### config.mk
export PLATFORM = sky130hd
export DESIGN_NAME = code_locker
export DESIGN_NICKNAME = d
export VERILOG_FILES = /design/src/rtl/code_locker.sv
export SDC_FILE = /design/constraint.sdc
export NUM_CORES = 1
export LEC_CHECK = 0
export CAP_MARGIN = 10
export CELL_PAD_IN_SITES_DETAIL_PLACEMENT = 0
export CELL_PAD_IN_SITES_GLOBAL_PLACEMENT = 1
export CORE_UTILIZATION = 44
export DETAILED_ROUTE_END_ITERATION = 16
export HOLD_SLACK_MARGIN = 0.12
export PLACE_DENSITY = 0.83
export SLEW_MARGIN = 10
export SYNTH_ARGS = -nofsm -noshare
export SYNTH_HDL_FRONTEND = slang
export SYNTH_SLANG_ARGS = --single-unit
### constraint.sdc
create_clock -name clk -period 3.6 [get_ports clk]
set_input_delay 0.36 -clock clk [delete_from_list [all_inputs] [get_ports clk]]
set_output_delay 0.36 -clock clk [all_outputs]
set_load 0.02 [all_outputs]
### src/rtl/code_locker.sv
// code_locker: serial two-button combination lock.
// Digits arrive one per valid press (exactly one button high). A full entry
// of CODE_LEN digits either opens the lock for UNLOCK_CYCLES cycles or counts
// as a failed attempt. While open, code_load replaces the stored combination.
// Optional feature macro LOCKER_LOCKOUT_EN: after MAX_FAILS consecutive failed
// entries, entry is disabled for LOCKOUT_CYCLES cycles.
module code_locker #(
    parameter int                  CODE_LEN       = 5,
    parameter logic [CODE_LEN-1:0] DEFAULT_CODE   = 5'b01011,
    parameter int                  MAX_FAILS      = 3,
    parameter int                  LOCKOUT_CYCLES = 16,
    parameter int                  UNLOCK_CYCLES  = 8
) (
    input  logic                clk,
    input  logic                rst,
    input  logic                button_0,
    input  logic                button_1,
    input  logic                code_load,
    input  logic [CODE_LEN-1:0] code_in,
    output logic                unlock,
    output logic                lockout,
    output logic [3:0]          fail_cnt
);

    localparam int IDX_W   = $clog2(CODE_LEN);
    localparam int TMAX    = (UNLOCK_CYCLES > LOCKOUT_CYCLES) ? UNLOCK_CYCLES : LOCKOUT_CYCLES;
    localparam int TIMER_W = $clog2(TMAX + 1);

    localparam logic [IDX_W-1:0]   LAST_IDX    = IDX_W'(CODE_LEN - 1);
    localparam logic [TIMER_W-1:0] UNLOCK_LAST = TIMER_W'(UNLOCK_CYCLES - 1);
    localparam logic [3:0]         FAIL_MAX    = 4'(MAX_FAILS);

    localparam logic [1:0] ST_ENTRY  = 2'd0;
    localparam logic [1:0] ST_OPEN   = 2'd1;
`ifdef LOCKER_LOCKOUT_EN
    localparam logic [1:0] ST_LOCKED = 2'd2;
    localparam logic [TIMER_W-1:0] LOCKOUT_LAST = TIMER_W'(LOCKOUT_CYCLES - 1);
`endif

    logic [1:0]          state, state_n;
    logic [IDX_W-1:0]    index, index_n;
    logic                mismatch, mismatch_n;
    logic [3:0]          fail_n;
    logic [CODE_LEN-1:0] stored_code, stored_n;
    logic [TIMER_W-1:0]  timer, timer_n;
    logic                press;
    logic                digit;

    // A press is exactly one button high; button_1 carries the digit value.
    assign press = button_0 ^ button_1;
    assign digit = button_1;

    // Next-state logic: digit collection, open timing, code load, lockout.
    always_comb begin
        state_n    = state;
        index_n    = index;
        mismatch_n = mismatch;
        fail_n     = fail_cnt;
        stored_n   = stored_code;
        timer_n    = timer;
        case (state)
            ST_ENTRY: begin
                if (press) begin
                    if (index == LAST_IDX) begin
                        // Final digit: judge the whole entry and restart collection.
                        index_n    = '0;
                        mismatch_n = 1'b0;
                        if (!mismatch && (digit == stored_code[index])) begin
                            state_n = ST_OPEN;
                            timer_n = '0;
                            fail_n  = 4'd0;
                        end else begin
                            if (fail_cnt != FAIL_MAX) begin
                                fail_n = fail_cnt + 4'd1;
                            end
`ifdef LOCKER_LOCKOUT_EN
                            if (fail_n == FAIL_MAX) begin
                                state_n = ST_LOCKED;
                                timer_n = '0;
                            end
`endif
                        end
                    end else begin
                        index_n    = index + 1'b1;
                        mismatch_n = mismatch | (digit != stored_code[index]);
                    end
                end
            end
            ST_OPEN: begin
                // A load wins over presses and over the hold-time expiry.
                if (code_load) begin
                    stored_n = code_in;
                    state_n  = ST_ENTRY;
                    timer_n  = '0;
                end else if (timer == UNLOCK_LAST) begin
                    state_n = ST_ENTRY;
                    timer_n = '0;
                end else begin
                    timer_n = timer + 1'b1;
                end
            end
`ifdef LOCKER_LOCKOUT_EN
            ST_LOCKED: begin
                if (timer == LOCKOUT_LAST) begin
                    state_n = ST_ENTRY;
                    timer_n = '0;
                    fail_n  = 4'd0;
                end else begin
                    timer_n = timer + 1'b1;
                end
            end
`endif
            default: begin
                state_n = ST_ENTRY;
                timer_n = '0;
            end
        endcase
    end

    // State and datapath registers; Moore outputs decoded from next state.
    always_ff @(posedge clk or posedge rst) begin
        if (rst) begin
            state       <= ST_ENTRY;
            index       <= '0;
            mismatch    <= 1'b0;
            fail_cnt    <= 4'd0;
            stored_code <= DEFAULT_CODE;
            timer       <= '0;
            unlock      <= 1'b0;
        end else begin
            state       <= state_n;
            index       <= index_n;
            mismatch    <= mismatch_n;
            fail_cnt    <= fail_n;
            stored_code <= stored_n;
            timer       <= timer_n;
            unlock      <= (state_n == ST_OPEN);
        end
    end

`ifdef LOCKER_LOCKOUT_EN
    // Lockout flag registered alongside the state it mirrors.
    always_ff @(posedge clk or posedge rst) begin
        if (rst) begin
            lockout <= 1'b0;
        end else begin
            lockout <= (state_n == ST_LOCKED);
        end
    end
`else
    assign lockout = 1'b0;
`endif

endmodule

==> metrics.md <==
| Metric | Value |
|---|---|
| Post-synth top area share | 0.393 |
| Status | finished, final reports clean |
| Tmin final | 1.97 ns |
| Post-Route WL | around 2200 um |
| P&R area growth vs syn | 17.0% |
| 1st-pass router iterations | 3 |
| Synthesis-stage register bit count | 21 |
| Sequential share of power | 0.514 |
| Hold Path Class | input pin to asynchronous set/reset pin |
| Final Cell Area | 1340 um^2 |
| Die X | roughly 53 um |
| Overflow after GRT | 0 |
| Netlist cell types | 36 |
| Post-Syn Instances | 114 |
| Clock Path Buffers | 2 |
| Sequential fraction of the synthesis area | 0.461 |
| Tot GR Track Use | 0.185 |
| Commonest non-fill, non-tap cell in the layout | dfrtp_1 |
| Detailed-route DRC error count | 0 |
| Clk sinks | 21 |
| Die Span Y | ~53 um |
| Fin. Hold Viols | 0 |
| HPWL after DPL | 1660 um |
| Largest fanout on the critical path | 10 |
| Setup TNS | 0 ns |
| P_sw | 0.000225 W |
| Share of post-route cells with drive strength above 1 | 0.137 |
| Input/output buffers | 14 |
| CTS resizes | 0 |
| Nets | 146 |
| First-pass GRT wire length | around 3600 um |
| Mapped Area | about 1100 um^2 |
| Placed cell count | 157 |
| Top cells by area, synth | dfrtp_1 (39%), mux2_2 (7.9%), dfstp_2 (6.9%) |
| Sw Share | 0.358 |
| WS Path Type | register to register |
| Lkg Pwr | between 0.5 and 0.6 nW |
| Vias per cell | about 5.7 |
| Routability cong. | ~0.77 |
| Final setup violating endpoints | 0 |
| Synth warn | 0 |
| Slew @ Worst Pin | slightly below 0.8 ns |
| EDFF count, synth | 0 |
| CTS tree | built |
| # rows | 18 |
| Most frequent cells in the layout | dfrtp_1 (18), clkdlybuf4s50_1 (14), o21ai_0 (13) |
| Core Footprint | between 2000 and 2500 um^2 |
| CP max stage delay | approximately 0.50 ns |
| Setup crit start | index[1] |
| Mean post-synth cell area | 10.1 um^2 |
| Inserted Clock Buffers | 3 |
| Initial antenna violation count | 0 |
| Clk pin slew, worst setup/hold paths | between 0.1 and 0.15 ns |
| Worst skew pair latency | about 0.30 ns |
| I/O Pins | 16 |
| RSZ-0062 raised after global routing | no |
| Placed cell area | about 1300 um^2 |
| CP cell instances | mux2_4, a32o_1, o31ai_4, nand3b_1, o22ai_1 |
| WP data arrival | ~2.2 ns |
| Relative slew slack | 0.478 |
| Max Clk Rate | about 510 MHz |
| ANT cells | 0 |
| Combinational share of power | 0.304 |
| Die footprint | ~2800 um^2 |
| Pwr dens | between 400 and 500 nW/um^2 |
| Clock skew | approximately 0.0046 ns |
| R2R cell count | 5 |
| Post-Layout Cell Count | between 150 and 200 |
| Via Count | slightly above 900 |
| DR iter-0 viols | 6 |
| Tcrit/Tclk final | 0.547 |
| H-tree levels | 1 |
| Worst vdd ir | ~370 uV |
| Internal | between 0.0004 and 0.0005 W |
| Largest net degree at the start of global routing | 22 |
| R2r setup slk | approximately 1.6 ns |
| R2r startpoint | index[1] |
| Routed Antenna Nets | 0 |
| CTS Root Buffer Type | clkbuf_4 |
| Wire per inst | around 14 um |
| Cell taking the most area after synthesis | dfrtp_1 |
| # hold bufs at CTS | 0 |
| Clk pwr share | 0.183 |
| WP data required | about 3.8 ns |
| Reg-to-Reg End | fail_cnt[1] |
| Crit path max-delay cell type | o31ai_4 |
| Setup bufs post-CTS | 0 |
| Post-synth top flop | dfrtp_1 |
| Slew Viols, Final | 0 |
| Vias in the first global route | 858 |
| Endpoint type of the worst setup path | register |
| Max-Cap Viols | 0 |
| Initial Utilization | 0.463 |
| Async set or reset register ratio after synthesis | 1.00 |
| Startpoint Class | register |
## flip-flops by register name, summed over array words and instances (netlist names)
signal and cells:
mismatch 1, fail_cnt 4, index 3, unlock 1, stored_code 5, timer 5, state 2
## cell type report
type | count | area [um^2]
clock buffer | 4 | 26.3
tap | 30 | 37.5
timing repair buffer | 14 | 140
fill | 228 | 1130
sequential | 21 | 529
multi-input combinational | 85 | 583
inverter | 7 | 26.3
## cell usage after synthesis (all sizes together), types with 2 or more instances
library cell,number
dfrtp,18
o21ai,14
mux2,9
inv,7
nand2,7
nor2,7
nand3,5
o22ai,5
ha,4
nand3b,4
nor3,4
dfstp,3
nand4,3
a21oi,2
buf,2
nand2b,2
nor2b,2
nor3b,2
o31ai,2
## worst max path at each step
| stage | endpoint |
|---|---|
| 5_1_grt | fail_cnt[1] |
| 4_1_cts | fail_cnt[1] |
| 3_3_place_gp | mismatch |
| 2_1_floorplan | fail_cnt[0] |
| 6_report | fail_cnt[1] |
| 3_5_place_dp | mismatch |
## power groups by stage
stage | clock network, W | registers, W | logic (W)
after floorplan | 0 | 0.000314 | 0.000143
after CTS | 0.000123 | 0.000322 | 0.000192
final | 0.000115 | 0.000323 | 0.000191
after global placement | 0 | 0.000323 | 0.000183
after detailed placement | 0 | 0.000327 | 0.000191
after global routing | 0.000136 | 0.000328 | 0.000211
## logic make-up (layout without fill, tap and decap cells)
family / after synthesis / count (layout) / share of synthesized area
AO/OA/AOI/OAI: 29 / 29 / 0.167
multiplexers: 9 / 9 / 0.0916
other: 1 / 2 / 0.00327
AND/OR/NAND/NOR: 40 / 40 / 0.192
buffers and inverters: 9 / 25 / 0.0338
XOR/XNOR: 1 / 1 / 0.00763
adder cells (fa/ha/maj): 4 / 4 / 0.0436
flip-flops: 21 / 21 / 0.461
## metrics by stage
stage	hold slack (ns)	power [W]	util	setup WS (ns)
after global placement	0.474	0.000506	0.531	1.38
after CTS	0.503	0.000637	0.542	1.63
after global routing	0.527	0.000675	0.542	1.49
final	0.484	0.000628	0.542	1.63
after floorplan	0.334	0.000457	-	1.89
after detailed placement	0.486	0.000517	0.531	1.36
## worst max-delay path, delay by kind of cell, from the launching register on
kind	cells	cell delay [ns]
DFF	1	0.47
and+or+nand+nor	1	0.17
AOI/OAI and AO/OA	3	0.93
muxes	1	0.34
## routing by layer
layer | GRT usage | wire (um) | vias up
met3 | 0.0603 | 55 | 5
met5 | 0 | 0 | -
met4 | 0.0526 | 25 | 0
met1 | 0.200 | 1030 | 447
li1 | - | - | 452
met2 | 0.340 | 1110 | 7
Power figures use the tool's default switching activity.
